$ cat config.mk
export PLATFORM = sky130hd
export DESIGN_NAME = sound_sequencer
export DESIGN_NICKNAME = d
export VERILOG_FILES = /design/src/rtl/sound_sequencer.sv
export SDC_FILE = /design/constraint.sdc
export NUM_CORES = 1
export LEC_CHECK = 0
export ABC_AREA = 1
export CAP_MARGIN = 15
export CELL_PAD_IN_SITES_DETAIL_PLACEMENT = 1
export CELL_PAD_IN_SITES_GLOBAL_PLACEMENT = 2
export CORE_MARGIN = 2
export CORE_UTILIZATION = 39
export DETAILED_ROUTE_END_ITERATION = 8
export GPL_ROUTABILITY_DRIVEN = 0
export GPL_TIMING_DRIVEN = 0
export HOLD_SLACK_MARGIN = 0.12
export PLACE_DENSITY_LB_ADDON = 0.3
export SYNTH_ARGS = -nofsm -noshare
export SYNTH_HDL_FRONTEND = slang
export SYNTH_SLANG_ARGS = --single-unit
$ cat constraint.sdc
create_clock -name clk -period 3.6 [get_ports clk]
set_clock_uncertainty 0.15 [all_clocks]
set_input_delay 0.54 -clock clk [delete_from_list [all_inputs] [get_ports clk]]
set_output_delay 0.54 -clock clk [all_outputs]
set_load 0.01 [all_outputs]
$ cat src/rtl/sound_sequencer.sv
// Sound-effect sequencer: a small command FIFO of {control, duration} pairs
// is played back into one control register that drives the sound generator.
module sound_sequencer #(
  parameter int DEPTH          = 4,
  parameter int TICKS_PER_UNIT = 64
) (
  input  logic                    clk,
  input  logic                    rst,
  input  logic                    stb_16us,
  input  logic                    io_wr,
  input  logic [7:0]              io_data,
  input  logic                    cmd_valid,
  output logic                    cmd_ready,
  input  logic [7:0]              cmd_ctl,
  input  logic [7:0]              cmd_dur,
  output logic [2:0]              mixer_ctl,
  output logic                    vco_sel,
  output logic                    vco_pitch,
  output logic [1:0]              envsel,
  output logic                    inhibit,
  output logic                    busy,
  output logic [$clog2(DEPTH):0]  level,
  output logic                    seq_done
);

  localparam int PTR_W = $clog2(DEPTH);
  localparam int LVL_W = PTR_W + 1;
  localparam int SUB_W = $clog2(TICKS_PER_UNIT);
  localparam logic [LVL_W-1:0] FULL     = LVL_W'(DEPTH);
  localparam logic [SUB_W-1:0] SUB_LAST = SUB_W'(TICKS_PER_UNIT - 1);

  typedef enum logic {IDLE, PLAY} state_t;

  state_t             state, state_nxt;
  logic [7:0]         ctl, ctl_nxt;
  logic [7:0]         dur_ctr, dur_nxt;
  logic [SUB_W-1:0]   sub, sub_nxt;
  logic               done_nxt;
  logic [7:0]         mem_ctl [DEPTH];
  logic [7:0]         mem_dur [DEPTH];
  logic [PTR_W-1:0]   wr_ptr, rd_ptr;
  logic               can_push, push, pop;

  // Reset is kept out of the push path so it only gates the visible handshake.
  assign can_push  = (level != FULL) & ~io_wr;
  assign cmd_ready = can_push & ~rst;
  assign push      = cmd_valid & can_push;

  assign envsel    = ctl[7:6];
  assign mixer_ctl = ctl[5:3];
  assign vco_sel   = ctl[2];
  assign vco_pitch = ctl[1];
  assign inhibit   = ~ctl[0];
  assign busy      = (state == PLAY);

  always_comb begin
    state_nxt = state;
    ctl_nxt   = ctl;
    dur_nxt   = dur_ctr;
    sub_nxt   = sub;
    done_nxt  = 1'b0;
    pop       = 1'b0;
    if (io_wr) begin
      ctl_nxt   = io_data;
      dur_nxt   = '0;
      sub_nxt   = '0;
      state_nxt = IDLE;
    end else if (state == PLAY && dur_ctr != 8'd0) begin
      if (stb_16us) begin
        sub_nxt = sub + 1'b1;
        if (sub == SUB_LAST) dur_nxt = dur_ctr - 8'd1;
      end
    end else if (level != '0) begin
      // Covers both the idle start and the gapless hand-over on expiry.
      pop       = 1'b1;
      ctl_nxt   = mem_ctl[rd_ptr];
      dur_nxt   = mem_dur[rd_ptr];
      sub_nxt   = '0;
      state_nxt = PLAY;
    end else if (state == PLAY) begin
      ctl_nxt   = {ctl[7:1], 1'b0};
      done_nxt  = 1'b1;
      state_nxt = IDLE;
    end
  end

  always_ff @(posedge clk or posedge rst) begin
    if (rst) begin
      state    <= IDLE;
      ctl      <= 8'h00;
      dur_ctr  <= 8'd0;
      sub      <= '0;
      seq_done <= 1'b0;
      wr_ptr   <= '0;
      rd_ptr   <= '0;
      level    <= '0;
    end else begin
      state    <= state_nxt;
      ctl      <= ctl_nxt;
      dur_ctr  <= dur_nxt;
      sub      <= sub_nxt;
      seq_done <= done_nxt;
      if (io_wr) begin
        wr_ptr <= '0;
        rd_ptr <= '0;
        level  <= '0;
      end else begin
        wr_ptr <= wr_ptr + {{(PTR_W-1){1'b0}}, push};
        rd_ptr <= rd_ptr + {{(PTR_W-1){1'b0}}, pop};
        level  <= level + {{PTR_W{1'b0}}, push} - {{PTR_W{1'b0}}, pop};
      end
    end
  end

  // FIFO storage is pure data and needs no reset.
  always_ff @(posedge clk) begin
    if (push) begin
      mem_ctl[wr_ptr] <= cmd_ctl;
      mem_dur[wr_ptr] <= cmd_dur;
    end
  end

endmodule

== Word-level counts from Yosys, hierarchy flattened ==
Memories as Yosys holds them, arrays and structs flattened.
Index checks and enable logic that the tools add are counted.

* Logic and storage cells: 65
* Latch bits: 0
* Register bits: 31
* Bits of input ports: 29
* RAM bits: 64
* Memories: 2
* Output and inout bits: 14
* Memory bits (read-only): 0

* Reduce and logical (&&, ||, !) cells: 10
* Multiplexer cells: 27
* Multipliers: 0
* Divide/modulo/power cells: 0
* Order comparisons: 0
* Shift-type cells: 0
* Bitwise gates (word level): 6
* $add $sub $neg: 6
* Eq/ne operators: 5

{| class="wikitable"
|+ Memories
! memory !! depth !! width !! rd ports !! clocked after Yosys merged registers in !! write ports !! line !! source
|-
| mem_ctl || 4 || 8 || 1 || 0 || 1 || 39 || <nowiki>logic [7:0] mem_ctl [DEPTH];</nowiki>
|-
| mem_dur || 4 || 8 || 1 || 0 || 1 || 40 || <nowiki>logic [7:0] mem_dur [DEPTH];</nowiki>
|}

{| class="wikitable"
|+ Operator list
! kind !! number
|-
| 8-bit 2-to-1 mux || 8
|-
| 6-bit 2-to-1 mux || 4
|-
| 1-bit 2-to-1 mux || 12
|-
| 3-bit nonzero test || 3
|-
| 8-bit nonzero test || 1
|-
| 8-bit by 1-bit subtractor with 8-bit output (second input constant) || 1
|-
| 6-bit by 1-bit adder with 6-bit output (second input constant) || 1
|-
| 6-bit == test (second input constant) || 1
|-
| 3-bit inequality test (second input constant) || 2
|-
| 2-bit AND reduction || 3
|-
| 2-bit by 1-bit adder with 2-bit output || 2
|-
| 2-bit 2-to-1 mux || 2
|-
| 3-bit by 1-bit adder with 3-bit output || 1
|-
| 1-bit bitwise AND || 3
|-
| 3-bit 2-to-1 mux || 1
|-
| 3-bit by 2-bit inequality test with 1-bit output (second input constant) || 1
|-
| 1-bit inverter || 3
|-
| 3-bit AND reduction || 1
|-
| 3-bit by 1-bit subtractor with 3-bit output || 1
|-
| 2-bit inequality test (second input constant) || 1
|-
| 2-bit nonzero test || 1
|-
| 1-bit logical AND || 1
|}

== Depth between registers and ports, before layout ==
* Depth after elaboration: 6
* Gate-level depth with buffers: 12
* Depth with buffers taken out: 12

== Least setup slack after synthesis ==
OpenSTA, ideal clock, no wires.

* Path kind: input-to-reg
* Start: input port io_wr
* End: memory mem_ctl[0][0], enable pin
* Path slack: 0.896 ns
* Setup time: 0.409 ns
* Data required time: 3.041 ns
* Stages: 4
* Arrival time: 2.144 ns
* Path buffers: 1
* Cell sequence: buf_2 > inv_2 > nand3_1 > nor3_1

* Word-level cells in the longest chain between the ends: 5

{| class="wikitable"
|+ RTL lines
! element !! line !! source
|-
| from (decl) || 10 || <nowiki>input logic io_wr,</nowiki>
|-
| 1-bit inverter || 45 || <nowiki>assign can_push = (level != FULL) & ~io_wr;</nowiki>
|-
| 1-bit bitwise AND || 45 ||
|-
| 1-bit bitwise AND || 47 || <nowiki>assign push = cmd_valid & can_push;</nowiki>
|-
| 1-bit 2-to-1 mux || 117 || <nowiki>if (push) begin</nowiki>
|-
| 1-bit 2-to-1 mux (not written as such) || 118 || <nowiki>mem_ctl[wr_ptr] <= cmd_ctl;</nowiki>
|-
| to (decl) || 39 ||
|}

No other way between the ends.

== Worst setup path in the final report ==
* Start: input port io_wr
* End: output port cmd_ready

* Word-level cells in the longest chain between the ends: 3

{| class="wikitable"
|+ RTL lines
! element !! line !! source
|-
| 1-bit inverter || 45 ||
|-
| 1-bit bitwise AND || 45 ||
|-
| 1-bit bitwise AND || 46 || <nowiki>assign cmd_ready = can_push & ~rst;</nowiki>
|-
| to (decl) || 13 || <nowiki>output logic cmd_ready,</nowiki>
|}

No other way between the ends.

==> qor.txt <==
STATUS
----------------------------------------------------------------------------------
Result of the run ................................................... complete, no violations

FLOORPLANNING
----------------------------------------------------------------------------------
Placement row count .................................................           39
Effective utilization at floorplan ..................................       39.72%
Chip width ..........................................................     111.4 um
Std-Cell Core Area ..................................................    11320 um2
Y dimension of the die ..............................................     111.4 um
I/O pin cnt .........................................................           43
Area of the die .....................................................    12410 um2

STA
----------------------------------------------------------------------------------
Final number of hold-violating endpoints ............................            0
Final setup violation count .........................................            0
Post-route fraction of the period consumed by the critical path .....       80.49%
Pin slew with the least headroom to its limit .......................    0.7983 ns
Fmax ................................................................    345.1 MHz
RSZ-0062 raised after global routing ................................           no
Total count of max-transition violations in the final report ........            0
Remaining max-slew budget at the tightest pin .......................       46.49%
Min Tclk post-route .................................................     2.898 ns
Hold Worst Slack ....................................................    0.3469 ns

LAYOUT
----------------------------------------------------------------------------------
Ant. Diodes .........................................................            0
Fraction of the core area covered by cells at the end of the flow ...       48.24%
Layout cell share with drive strength beyond 1 ......................       13.53%
Final instance area .................................................     5461 um2
Post-layout nets ....................................................          562
Layout-stage area growth over the synthesis result ..................       21.45%

SETUP PATH
----------------------------------------------------------------------------------
CP Class ............................................................    in -> out
Crit path DAT .......................................................      2.21 ns
Delay-heaviest family, CP ........................................... buffers and inverters
Buffers plus inverters on the worst setup path ......................            4
Delay of the slowest cell on the worst path .........................      0.54 ns
CP required .........................................................      2.91 ns
Reg-to-reg startpoint ...............................................   dur_ctr[0]
Maximum fanout count along the critical path ........................           10
Critical path startpoint ............................................        io_wr
Slowest stage cell, crit path ....................................... clkdlybuf4s50_1
Critical Path End Type .............................................. primary output
Crit-path cells ..................................................... buf_2, inv_2, buf_1, nand2_1, nor2_1, clkdlybuf4s50_1
Startpoint class of the critical path ...............................    input pin

CTS
----------------------------------------------------------------------------------
Clock buffer depth ..................................................            2
Total CTS buffers ...................................................            9
Clock latency on the worst-skew pair ................................      0.35 ns
Postcts setup bufs ..................................................            0
Total of hold buffers inserted after clock tree synthesis ...........            0
Number of H-tree branching levels ...................................            3
Count of instances resized after the clock tree is built ............            0
Clock slew at reported path FFs .....................................      0.07 ns
CTS tree ............................................................        built
Count of clock tree sinks ...........................................           95
Clock Tree Root .....................................................    clkbuf_16

YOSYS
----------------------------------------------------------------------------------
Count of warnings emitted by yosys ..................................            0
Share of the synthesized netlist area taken by xor and xnor gates ...       1.169%
Total of flip-flops plus latches after synthesis ....................           95
Sequential fraction of the synthesis area ...........................       59.99%
Synthesized area divided by synthesized cell count ..................    9.588 um2
Simple-gate portion of the synthesized area .........................       24.46%
Yosys cell types ....................................................           33
Compound-gate portion of the synthesized area .......................       5.899%
Syn_nets ............................................................          504
Gate count of the mapped netlist ....................................          469
Combined area of all synthesized cells ..............................     4497 um2
Adder-cell share of the synthesized area ............................       1.836%
Portion of netlist area occupied by mux cells .......................           0%
Largest family of logic cells by synthesized area ................... simple AND/OR/NAND/NOR gates

PWR
----------------------------------------------------------------------------------
Power density cells ................................................. 671.5 nW/um2
Leakage power of the design .........................................     2.370 nW
Max VDD drop ........................................................     335.0 uV

ROUTING
----------------------------------------------------------------------------------
Number of remaining DRC errors ......................................            0
DR vias .............................................................         3305
Remaining number of nets flagged by the antenna check after routing .            0
Drt via density .....................................................        4.896
1st-iter DRT viols ..................................................          159
Number of optimization iterations in the first detailed-route pass ..            4
Detailed Route WL ...................................................     11050 um
Post-detailed-route wirelength per cell .............................     16.37 um

PLACED DESIGN
----------------------------------------------------------------------------------
Placement-stage cell area ...........................................     5186 um2
Detailed placement HPWL .............................................      8083 um
Port Buffers ........................................................           41

WORST HOLD PATH
----------------------------------------------------------------------------------
Worst min path class ................................................   reg -> reg
Hold Startpoint .....................................................       ctl[3]

GLOBAL ROUTING
----------------------------------------------------------------------------------
Global-route wire length before repair ..............................     18510 um
Vias in the first global route ......................................         3582
Maximum number of pins on one net before global-route repair ........           22
Residual overflow from global routing ...............................            0
Total routing usage reported by global routing ......................       19.38%
Number of antenna violations at the first check in global routing ...            0

RUN
----------------------------------------------------------------------------------
Max-cap violation count .............................................            0

[area by class of cell]
type                            instances  area [um2]
Fill cell                            1303        5859
Sequential cell                        95        2698
Multi-Input combinational cell        309        1520
Timing Repair Buffer                   47       490.5
Clock buffer                           10       229.0
Tap cell                              143       178.9
Inverter                               44       165.2
Buffer                                 21       133.9
Clock inverter                          6       46.29
[synth_stat cells]
master | count | share of area, %
a21boi_0 | 8 | 1.3
inv_2 | 5 | 0.42
nand3_4 | 1 | 0.39
xor2_1 | 3 | 0.58
fa_1 | 1 | 0.45
edfxtp_1 | 64 | 43
nor3_1 | 4 | 0.45
o31ai_1 | 1 | 0.17
inv_1 | 39 | 3.3
o21ai_1 | 9 | 1.0
nor2_4 | 2 | 0.50
nor2_1 | 40 | 3.3
nand4_1 | 5 | 0.70
a21oi_1 | 1 | 0.11
nor3_2 | 1 | 0.22
nand2_2 | 5 | 0.70
o21bai_1 | 1 | 0.17
buf_1 | 2 | 0.17
xnor2_1 | 3 | 0.58
nand2_4 | 4 | 1.0
o21ai_0 | 21 | 2.3
or2_2 | 1 | 0.14
buf_2 | 11 | 1.2
nand2_1 | 153 | 13
nand3_1 | 30 | 3.3
buf_4 | 6 | 1.0
buf_8 | 1 | 0.33
nor2_2 | 5 | 0.70
buf_6 | 1 | 0.25
o21ai_2 | 4 | 0.78
nand3_2 | 1 | 0.22
dfrtp_1 | 31 | 17
ha_1 | 5 | 1.4
[power breakdown]
part,switching (mW),internal (mW),total (mW)
clock network,0.425,0.473,0.898
logic,0.822,0.523,1.35
registers,0.118,1.31,1.42
[placed cells by master, fill, tap and decap left out, types with 9 or more instances in the layout]
master	netlist	routed
inv_1	39	39
edfxtp_1	64	64
nor2_1	40	40
o21ai_0	21	21
nand3_1	30	30
nand2_1	153	153
buf_2	11	11
o21ai_1	9	9
dfrtp_1	31	31
clkbuf_16	0	9
clkdlybuf4s50_1	0	41
[through the flow]
stage / total power, mW / instances / setup slack (ns) / setup TNS (ns)
after floorplan: 2.328 / 469 / 0.8963 / 0
after global placement: 2.760 / 653 / -0.2762 / -16.02
after detailed placement: 2.820 / 659 / 0.7124 / 0
after CTS: 3.723 / 675 / 0.7028 / 0
after global routing: 3.931 / 675 / 0.5363 / 0
final: 3.668 / 675 / 0.7025 / 0
[tightest hold or removal path: cells and delay by family (launching register included)]
kind	cells	cell delay (ns)
and+or+nand+nor	1	0.05
AOI/OAI and AO/OA	1	0.06
DFF	1	0.35
[routing by layer]
metal  track usage, %  vias up  share of wire (%)
met5                0        -                  0
met4            7.654        0                1.7
met3            3.266       12                2.3
met2            32.32       46                 50
met1            25.43     1611                 46
li1                 -     1636                  -
[worst paths after layout]
path / to / slack [ns] / cells after the start
setup reg to reg: level[2] / 1.06 / 12
hold / removal: ctl[3] / 0.35 / 2
min in group asynchronous: sub[3] / 0.42 / 2
max in group asynchronous: sub[1] / 2.38 / 3
setup / recovery: cmd_ready / 0.70 / 6
hold reg to reg: ctl[3] / 0.35 / 2
[registers in the layout, indices dropped and copies added (netlist names)]
signal,flops
mem_ctl,32
mem_dur,32
ctl,8
dur_ctr,8
sub,6
level,3
rd_ptr,2
wr_ptr,2
busy,1
seq_done,1
[cell families (layout without fill, tap and decap cells)]
kind of cell,Yosys count,after routing
adder cells (fa/ha/maj),6,6
flip-flops,95,95
AND/OR/NAND/NOR,252,252
buffers and inverters,65,128
XOR/XNOR,6,6
AO/OA/AOI/OAI,45,45
(Power assumes the default switching activity.)
